### config.mk
export PLATFORM = sky130hd
export DESIGN_NAME = cdc_handshake_arbiter
export DESIGN_NICKNAME = d
export VERILOG_FILES = /design/src/rtl/cdc_handshake_arbiter.sv
export SDC_FILE = /design/constraint.sdc
export NUM_CORES = 1
export LEC_CHECK = 0
export ABC_AREA = 1
export ABC_CLOCK_PERIOD_IN_PS = 4200
export CAP_MARGIN = 0
export CELL_PAD_IN_SITES_DETAIL_PLACEMENT = 0
export CELL_PAD_IN_SITES_GLOBAL_PLACEMENT = 2
export CORE_ASPECT_RATIO = 1.75
export CORE_MARGIN = 2
export CORE_UTILIZATION = 22
export CTS_BUF_LIST = sky130_fd_sc_hd__clkbuf_4
export DETAILED_ROUTE_END_ITERATION = 7
export GPL_TIMING_DRIVEN = 1
export PLACE_DENSITY_LB_ADDON = 0.1
export REMOVE_ABC_BUFFERS = 1
export SLEW_MARGIN = 40
export SYNTH_ARGS = -nofsm -noshare
export SYNTH_HDL_FRONTEND = slang
export SYNTH_SLANG_ARGS = --single-unit
### constraint.sdc
create_clock -name clk_i -period 4.2 [get_ports clk_i]
set_input_delay 0.84 -clock clk_i [delete_from_list [all_inputs] [get_ports clk_i]]
set_output_delay 0.84 -clock clk_i [all_outputs]
set_load 0.05 [all_outputs]
### src/rtl/cdc_handshake_arbiter.sv
// Round-robin arbiter driving the source side of a 4-phase req/ack CDC.
// Ports: clk_i/rst_n_i, req_valid/ready/data, cdc_req/data/src/ack, busy, count.
module cdc_handshake_arbiter #(
  parameter int NB_REQUESTERS = 4,
  parameter int DATA_WIDTH    = 32,
  parameter int NB_REGISTERS  = 2,
  parameter int SRC_W         = $clog2(NB_REQUESTERS)
) (
  input  logic                                clk_i,
  input  logic                                rst_n_i,
  input  logic [NB_REQUESTERS-1:0]            req_valid_i,
  input  logic [NB_REQUESTERS*DATA_WIDTH-1:0] req_data_i,
  output logic [NB_REQUESTERS-1:0]            req_ready_o,
  output logic                                cdc_req_o,
  output logic [DATA_WIDTH-1:0]               cdc_data_o,
  output logic [SRC_W-1:0]                    cdc_src_o,
  input  logic                                cdc_ack_i,
  output logic                                busy_o,
  output logic [15:0]                         xfer_count_o
);

  typedef enum logic [1:0] {
    IDLE,
    REQ_HIGH,
    REQ_LOW
  } state_e;

  state_e                  state_q, state_d;
  logic [NB_REGISTERS-1:0] ack_sync_q, ack_sync_d;
  logic [SRC_W-1:0]        last_grant_q, last_grant_d;
  logic                    cdc_req_q, cdc_req_d;
  logic [DATA_WIDTH-1:0]   cdc_data_q, cdc_data_d;
  logic [SRC_W-1:0]        cdc_src_q, cdc_src_d;
  logic [15:0]             xfer_count_q, xfer_count_d;

  logic                    ack_sync;
  logic                    win_found;
  logic [SRC_W-1:0]        win_idx;
  logic [SRC_W-1:0]        cand;
  logic [DATA_WIDTH-1:0]   win_data;
  logic                    accept;

  // Raw ack enters only through the synchronizer chain.
  assign ack_sync_d = {ack_sync_q[NB_REGISTERS-2:0], cdc_ack_i};
  assign ack_sync   = ack_sync_q[NB_REGISTERS-1];

  // Search upward from the requester after the last grant.
  always_comb begin
    win_found = 1'b0;
    win_idx   = '0;
    cand      = '0;
    for (int k = 1; k <= NB_REQUESTERS; k++) begin
      cand = SRC_W'((int'(last_grant_q) + k) % NB_REQUESTERS);
      if (!win_found && req_valid_i[cand]) begin
        win_found = 1'b1;
        win_idx   = cand;
      end
    end
  end

  always_comb begin
    win_data = '0;
    for (int i = 0; i < NB_REQUESTERS; i++) begin
      if (win_idx == SRC_W'(i)) begin
        win_data = req_data_i[i*DATA_WIDTH +: DATA_WIDTH];
      end
    end
  end

  // Gated by reset so no strobe leaks out while held in reset.
  assign accept = rst_n_i && (state_q == IDLE) &&
                  !ack_sync && win_found;

  always_comb begin
    req_ready_o = '0;
    if (accept) begin
      req_ready_o[win_idx] = 1'b1;
    end
  end

  always_comb begin
    state_d      = state_q;
    last_grant_d = last_grant_q;
    cdc_req_d    = cdc_req_q;
    cdc_data_d   = cdc_data_q;
    cdc_src_d    = cdc_src_q;
    xfer_count_d = xfer_count_q;
    case (state_q)
      IDLE: begin
        if (accept) begin
          cdc_data_d   = win_data;
          cdc_src_d    = win_idx;
          last_grant_d = win_idx;
          cdc_req_d    = 1'b1;
          state_d      = REQ_HIGH;
        end
      end
      REQ_HIGH: begin
        if (ack_sync) begin
          cdc_req_d = 1'b0;
          state_d   = REQ_LOW;
        end
      end
      REQ_LOW: begin
        if (!ack_sync) begin
          state_d      = IDLE;
          xfer_count_d = xfer_count_q + 16'd1;
        end
      end
      default: begin
        state_d   = IDLE;
        cdc_req_d = 1'b0;
      end
    endcase
  end

  always_ff @(posedge clk_i or negedge rst_n_i) begin
    if (!rst_n_i) begin
      state_q      <= IDLE;
      ack_sync_q   <= '0;
      last_grant_q <= SRC_W'(NB_REQUESTERS - 1);
      cdc_req_q    <= 1'b0;
      cdc_data_q   <= '0;
      cdc_src_q    <= '0;
      xfer_count_q <= '0;
    end else begin
      state_q      <= state_d;
      ack_sync_q   <= ack_sync_d;
      last_grant_q <= last_grant_d;
      cdc_req_q    <= cdc_req_d;
      cdc_data_q   <= cdc_data_d;
      cdc_src_q    <= cdc_src_d;
      xfer_count_q <= xfer_count_d;
    end
  end

  assign cdc_req_o    = cdc_req_q;
  assign cdc_data_o   = cdc_data_q;
  assign cdc_src_o    = cdc_src_q;
  assign busy_o       = (state_q != IDLE);
  assign xfer_count_o = xfer_count_q;

endmodule

; Word-level counts from Yosys, hierarchy flattened
; Cells that the tools add are included.
[classes]
addsub = 5
multipliers = 0
div = 0
magnitude_cmp = 6
eq_ne = 8
shifts = 0
n_mux = 30
bitwise_logic = 2
reduce_logical = 18
[op_table]
columns = op, n
row1 = 32-bit 2-to-1 mux, 4
row2 = 16-bit by 1-bit adder with 16-bit output (second input constant), 1
row3 = 2-bit by 3-bit < comparator with 1-bit output (second input constant), 5
row4 = 2-bit 2-to-1 mux, 7
row5 = 1-bit 2-to-1 mux, 11
row6 = 1-bit binary-select mux with 2-bit select, 4
row7 = 1-bit logical AND, 7
row8 = 2-bit == test (second input constant), 3
row9 = 2-bit != test (second input constant), 3
row10 = 2-bit case mux with 3 select lines, 1
row11 = 3-bit AND reduction, 2
row12 = 2-bit by 1-bit adder with 2-bit output (second input constant), 2
row13 = 2-bit adder (second input constant), 2
row14 = 2-bit by 1-bit == test with 1-bit output (second input constant), 2
row15 = 1-bit logical NOT, 4
row16 = 2-bit logical NOT, 2
row17 = 4-bit 2-to-1 mux, 1
row18 = 2-bit AND reduction, 2
row19 = 1-bit case mux with 3 select lines, 1
row20 = 1-bit demux with 2-bit select, 1
row21 = 2-bit by 1-bit >= comparator with 1-bit output (second input constant), 1
row22 = 1-bit NOT, 2
row23 = 2-bit nonzero test, 1
[word_totals]
regBits = 57
latchBits = 0
ramBits = 0
mem_bits_ro = 0
word_cells = 76
n_memories = 0

; Depth between registers and ports, before layout
[logic_depth]
ltp_word = 18
depth_mapped = 17
depth_no_buf = 15

; Least setup slack after synthesis
; No wires, ideal clock.
[synth_path]
path_type = input to output
startpoint = in req_valid_i[3]
endpoint = out req_ready_o[0]
t_arrival_ns = 2.716
required_time_ns = 3.360
slack_ns = 0.644
stages = 10
cell_sequence = nand2_1 nand2_1 nand2_1 nand2_1 nor2_1 nand3_1 inv_1 nor2_4 buf_4 nor3_1
[synth_between]
elab_chain_cells = 17
word_cells_on_any_way = 29
[synth_rtl]
columns = element, line_no
row1 = from (decl), 11  ; input logic [NB_REQUESTERS-1:0] req_valid_i,
row2 = 1-bit binary-select mux with 2-bit select, 54  ; if (!win_found && req_valid_i[cand]) begin
row3 = 1-bit 2-to-1 mux (implied by the code), 54
row4 = 1-bit 2-to-1 mux, 54
row5 = 1-bit logical NOT, 54
row6 = 1-bit logical AND, 54
row7 = 1-bit 2-to-1 mux, 54
row8 = 1-bit logical NOT, 54
row9 = 1-bit logical AND, 54
row10 = 1-bit 2-to-1 mux, 54
row11 = 1-bit logical NOT, 54
row12 = 1-bit logical AND, 54
row13 = 2-bit 2-to-1 mux, 54
row14 = 2-bit by 3-bit < comparator with 1-bit output (implied by the code) or 2-bit by 1-bit >= comparator with 1-bit output (tied branches), 77  ; req_ready_o[win_idx] = 1'b1;
row15 = 1-bit logical AND (implied by the code), 77
row16 = 1-bit 2-to-1 mux (implied by the code), 77
row17 = 1-bit demux with 2-bit select, 77
row18 = 4-bit 2-to-1 mux (*), 76  ; if (accept) begin
row19 = to (decl), 13  ; output logic [NB_REQUESTERS-1:0] req_ready_o,
; Mark *: on every way between the ends. The rest lies on a longest branch, timed or not. The select of a mux whose other input is x is not followed.

; Worst setup path after layout
[layout_path]
startpoint = in req_valid_i[2]
endpoint = out req_ready_o[0]
; The elaborated chain is that of the path after synthesis.

==> results.sh <==
export IMPL_syn_cell_area_sq_mm=0.00356
export IMPL_area_growth_pct=63.5
export IMPL_drc=0
export IMPL_crit_fanout=18
export IMPL_maxCapViolations=0
export IMPL_htreeDepth=3
export IMPL_synth_area_top_cells="dfrtp_1 39%, nand2_1 18%, nand3_1 15%, nor2_1 6.9%, inv_1 3.4%"
export IMPL_synth_avg_cell_area_sq_um=6.79
export IMPL_reg2reg_depth=17
export IMPL_hold_viol_final=0
export IMPL_cts_tree="built"
export IMPL_critPathArrivalTime_ns=2.94
export IMPL_syn_inst=524
export IMPL_synth_top_area_share_pct=38.7
export IMPL_ir_worst_vdd_uv=301
export IMPL_p_leak_nw=2.68
export IMPL_fin_skew_ns=0.0157
export IMPL_ios=191
export IMPL_antenna_found_initial=1
export IMPL_critPathTopFamily="simple AND/OR/NAND/NOR gates"
export IMPL_placed_area_sq_mm=0.00568
export IMPL_initial_utilization_pct=22.4
export IMPL_grt_pass1_vias=4239
export IMPL_yosysWarnings=0
export IMPL_cts_buffers=9
export IMPL_worstPathCellList="clkdlybuf4s50_1 -> nand2_1 -> nand2_1 -> nand2_1 -> nand2_1 -> nor2_1 -> nand3_1 -> nand2_1 -> buf_12 -> nor3_1 -> buf_12"
export IMPL_nets=846
export IMPL_path_clk_slew_ns=0.10
export IMPL_die_y_um=172
export IMPL_ctsRootBufferMaster="clkbuf_4"
export IMPL_fin_crit_sh_pct=89.9
export IMPL_status="finished, final reports clean"
export IMPL_ctsResizeCount=0
export IMPL_layout_cells_non_filler=905
export IMPL_setup_viol=0
export IMPL_wirelength_mm=13.9
export IMPL_coreArea_sq_mm=0.0159
export IMPL_die_w_um=100
export IMPL_relSlewSlack_pct=60.4
export IMPL_viasPerCell=4.53
export IMPL_timing_critical_path_buf_inv=3
export IMPL_period_needed_ns=3.78
export IMPL_holdWs_ns=0.388
export IMPL_ctsHoldBuffers=0
export IMPL_num_vias=4102
export IMPL_core_rowCount=61
export IMPL_path_depth=11
export IMPL_post_cts_buffers=0
export IMPL_report_final_slew_viol_count=0
export IMPL_clockBufferDepth=2
export IMPL_min_path_type="flip-flop to flip-flop"
export IMPL_endpoint_kind="output pin"
export IMPL_drt_pre_antenna_iters=4
export IMPL_dieArea_sq_mm=0.0172
export IMPL_grt_pass1_wl_mm=21.5
export IMPL_synth_seq_area_share_pct=40.2
export IMPL_dp_hpwl_mm=10.7
export IMPL_gp_congestion=0.805
export IMPL_worst_ep_required_time_ns=3.36
export IMPL_fin_area_sq_mm=0.00582
export IMPL_rsz0062_at_grt="no"
export IMPL_final_setup_tns_ns=0
export IMPL_critPathKind="input pin to output pin"
export IMPL_worstSetupStartpointType="input pin"
export IMPL_grt_max_degree=58
export IMPL_clk_latency_ns=0.42
export IMPL_grt_usage_pct=16.4
export IMPL_fmax_mhz=265
export IMPL_hold_depth=0
export IMPL_path_common_cell="nand2_1"
export IMPL_max_stage_delay_ns=0.50
export IMPL_final_layout_size_suffix_gt1_share_pct=6.57
export IMPL_drtIter0Drc=109
export IMPL_ys_seq_elements=57
export IMPL_ant_nets=0
export IMPL_overflow=0
export IMPL_cts_sinks=57
export IMPL_io_buffers=190
export IMPL_wire_per_inst_um=15.4
export IMPL_post_synth_top_area_cell="dfrtp_1"
export IMPL_slowest_stage="clkdlybuf4s50_1"
export IMPL_powerDensity_mw_per_mm2=844
export IMPL_worst_slew_pin_slew_ns=0.593
export IMPL_ys_types=28
export IMPL_fill_cells=1767
export IMPL_place_inst=888
[report_power, final]
| group | internal, mW | total (mW) | switching (mW) | leakage (nW) |
|---|---|---|---|---|
| Combinational | 1.16 | 3.62 | 2.46 | 1.90 |
| Sequential | 0.754 | 0.891 | 0.137 | 0.707 |
| Clock | 0.175 | 0.398 | 0.223 | 0.0729 |
| Total | 2.09 | 4.91 | 2.81 | 2.68 |
[cells by family after synthesis]
logic type / after synthesis / synth area share (%)
simple gates: 360 / 43.7
buf+inv: 64 / 8.30
flops: 57 / 40.2
compound gates: 29 / 4.18
xor+xnor: 12 / 2.95
mux: 1 / 0.316
fa+ha+maj: 1 / 0.352
[cell type report]
class	instances	area (sq um)	share of cell area, %
inverter	36	135	2.32
timing repair buffer	203	2050	35.3
sequential	57	1430	24.6
antenna	1	2.50	0.0430
tap	189	236	4.07
clock buffer	9	67.6	1.16
clock inverter	7	61.3	1.05
multi-input combinational	403	1830	31.5
[sequential cells by signal, indices dropped and copies added (netlist names)]
| name | count |
|---|---|
| cdc_data_o | 32 |
| xfer_count_o | 16 |
| ack_sync_q | 2 |
| cdc_src_o | 2 |
| last_grant_q | 2 |
| state_q | 2 |
| cdc_req_o | 1 |
[cells in the mapped netlist (all sizes together)]
cell	n
ha	1
xor2	5
clkbuf	4
nand3b	2
a41oi	1
nor3b	1
nand2	170
inv	36
a21oi	3
nor2	68
o21ai	25
dfrtp	55
dfstp	2
nor3	1
buf	24
nand4	12
nand3	106
xnor2	7
mux2	1
[metal layers]
metal,routed length (um),track usage [%],vias to the layer above,part of all wire (%)
met5,0,0,-,0
met4,411,6.73,0,3.0
met1,5060,16.2,1890,36
met2,7580,31.7,127,55
met3,850,4.41,24,6.1
li1,-,-,2061,-
[final timing paths]
check | startpoint | endpoint | slack (ns)
worst max-delay path | req_valid_i[2] | req_ready_o[0] | 0.42
worst min-delay path | ack_sync_q[0] | ack_sync_q[1] | 0.39
worst max register to register | last_grant_q[0] | cdc_data_o[6] | 1.50
worst min register to register | ack_sync_q[0] | ack_sync_q[1] | 0.39
max in group asynchronous | rst_n_i | cdc_data_o[4] | 3.28
min in group asynchronous | rst_n_i | cdc_data_o[9] | 0.52
[placed cells by master, fill, tap and decap left out, types with 2 or more instances in the layout]
| cell | Yosys | routed |
|---|---|---|
| a21oi_1 | 3 | 3 |
| buf_12 | 0 | 5 |
| buf_4 | 5 | 11 |
| clkbuf_4 | 0 | 9 |
| clkdlybuf4s50_1 | 0 | 185 |
| clkinv_2 | 0 | 4 |
| dfrtp_1 | 55 | 55 |
| dfstp_2 | 2 | 2 |
| inv_1 | 32 | 32 |
| inv_2 | 4 | 4 |
| nand2_1 | 167 | 167 |
| nand2_2 | 2 | 2 |
| nand3_1 | 105 | 105 |
| nand3b_1 | 2 | 2 |
| nand4_1 | 12 | 12 |
| nor2_1 | 65 | 65 |
| nor2_2 | 2 | 2 |
| o21ai_0 | 17 | 17 |
| o21ai_1 | 8 | 8 |
| xnor2_1 | 7 | 7 |
| xor2_1 | 5 | 5 |
[metrics by stage]
| step | util (%) | setup WS [ns] | power [mW] |
|---|---|---|---|
| floorplan | - | 0.386 | 3.15 |
| global placement | 35.8 | 0.473 | 4.58 |
| detailed placement | 35.8 | 0.435 | 4.62 |
| CTS | 36.6 | 0.425 | 5.04 |
| global route | 36.6 | 0.221 | 5.37 |
| finish | 36.6 | 0.422 | 4.91 |
(Power assumes the default switching activity.)
==> edit (same settings) <==
The parameter `DATA_WIDTH` goes from 32 to 64.
--- a/src/rtl/cdc_handshake_arbiter.sv
+++ b/src/rtl/cdc_handshake_arbiter.sv
@@ -2,7 +2,7 @@
 // Ports: clk_i/rst_n_i, req_valid/ready/data, cdc_req/data/src/ack, busy, count.
 module cdc_handshake_arbiter #(
   parameter int NB_REQUESTERS = 4,
-  parameter int DATA_WIDTH    = 32,
+  parameter int DATA_WIDTH    = 64,
   parameter int NB_REGISTERS  = 2,
   parameter int SRC_W         = $clog2(NB_REQUESTERS)
 ) (
Interface: changed (resized cdc_data_o and req_data_i); port bits go from 191 to 351. No check against the original RTL was run, so the function may have changed too.
==> edit against the unedited design <==
Setup slack improved by 0.12 ns; via count is 72% higher; final area rose by 69%; routed wire length up 98%; final cell count increased by 70%; global-route usage increased by 3.0 points; clock skew is 0.0049 ns higher; total power is 72% higher; sequential cell count rose by 32; area after synthesis rose by 65%; combinational power up 80%; critical path depth rose by 1; first-iteration DRC count rose by 150%; largest cell class unchanged; highest routed layer unchanged.
==> edit: results (changes against the unedited design) <==
cp.arrival_ns: 2.82  # -0.12 ns
drive_gt1_share_pct: 4.62  # -2.0 points
skew_ns: 0.0206  # +0.00490 ns
largest_reg_flops: 64  # +100%
hold_path.class: "input port to asynchronous set/reset pin"
grt_pass1_wl_mm: 41.2  # +91%
p_switching_mw: 5.09  # +81%
fmax_ghz: 0.273  # +3.2%
wl_mm: 27.5  # +98%
worst_hold_slack_ns: 0.150  # -0.238 ns
place.port_buffers: 350  # +84%
wl_met2_mm: 14.8  # +96%
path_clk_slew_ns: 0.18  # +0.08 ns
grt_use_met3_pct: 6.24  # +1.8 points
wl_met3_mm: 2.13  # +150%
vias: 7047  # +72%
outcome: "finished, final reports clean"
hpwl_mm: 20.6  # +93%
crit_start: "req_valid_i[3]"
grt_max_degree: 69  # +19%
gp_congestion: 0.798  # -0.86%
r2r-end: "cdc_data_o[20]$_DFFE_PN0P_"
yosysSeqAreaShare_pct: 38.0  # -2.1 points
pre_cts_ws_ns: 0.512  # +0.0770 ns
met1_length_mm: 10.0  # +98%
final_nets: 1471  # +74%
r2r_cells: 14  # -3
fillers: 2905  # +64%
placed_area_um2: 9660  # +70%
power.leakage_nw: 4.45  # +66%
synth_cell_types: 25  # -11%
first_iter_violations: 271  # +150%
vdd_drop_max_v: 0.000857  # +180%
start_util_pct: 22.2  # -0.19 points
synth_commonest_cells: "nand2_1, nand3_1, nor2_1"
maxSlewHeadroom_pct: 45.3  # -15 points
clock_latency_ns: 0.55  # +0.13 ns
grt_util_met1_pct: 20.2  # +4.0 points
multiInputGateArea_um2: 3070  # +67%
antenna_found_initial: 4  # +3
clkPwrFrac_pct: 6.0  # -2.1 points
grt_use_total_pct: 19.5  # +3.0 points
crit_end: "req_ready_o[1]"
synth.avg_cell_area_um2: 6.61  # -2.7%
edit: cell types whose count changed in the layout (fill, tap and decap cells not counted), sizes merged, moves of 7 or more:
cell	unedited run	this run
nand3	106	144
nand2	170	270
nor2	68	111
nand4	12	55
clkdlybuf4s50	185	345
inv	36	72
o21ai	25	63
dfrtp	55	87
buf	18	25
edit: kinds of logic (layout without fill, tap and decap cells):
family,after synthesis,count (layout),synth area share (%)
other cells,0,7,0
simple gates,588,588,43.8
xor+xnor,15,15,2.24
buf+inv,129,453,10.1
flops,89,89,38.0
compound gates,66,66,5.63
fa+ha+maj,1,1,0.213
edit: cell type report:
cell class              instances  area share (%)
multi-input cells             670            31.3
repair buffers                370            37.8
clock buffers                   9           0.689
clock inverters                 7           0.574
well taps                     324            4.14
diodes                          7           0.179
inverters                      67            2.57
flip-flops and latches         89            22.7
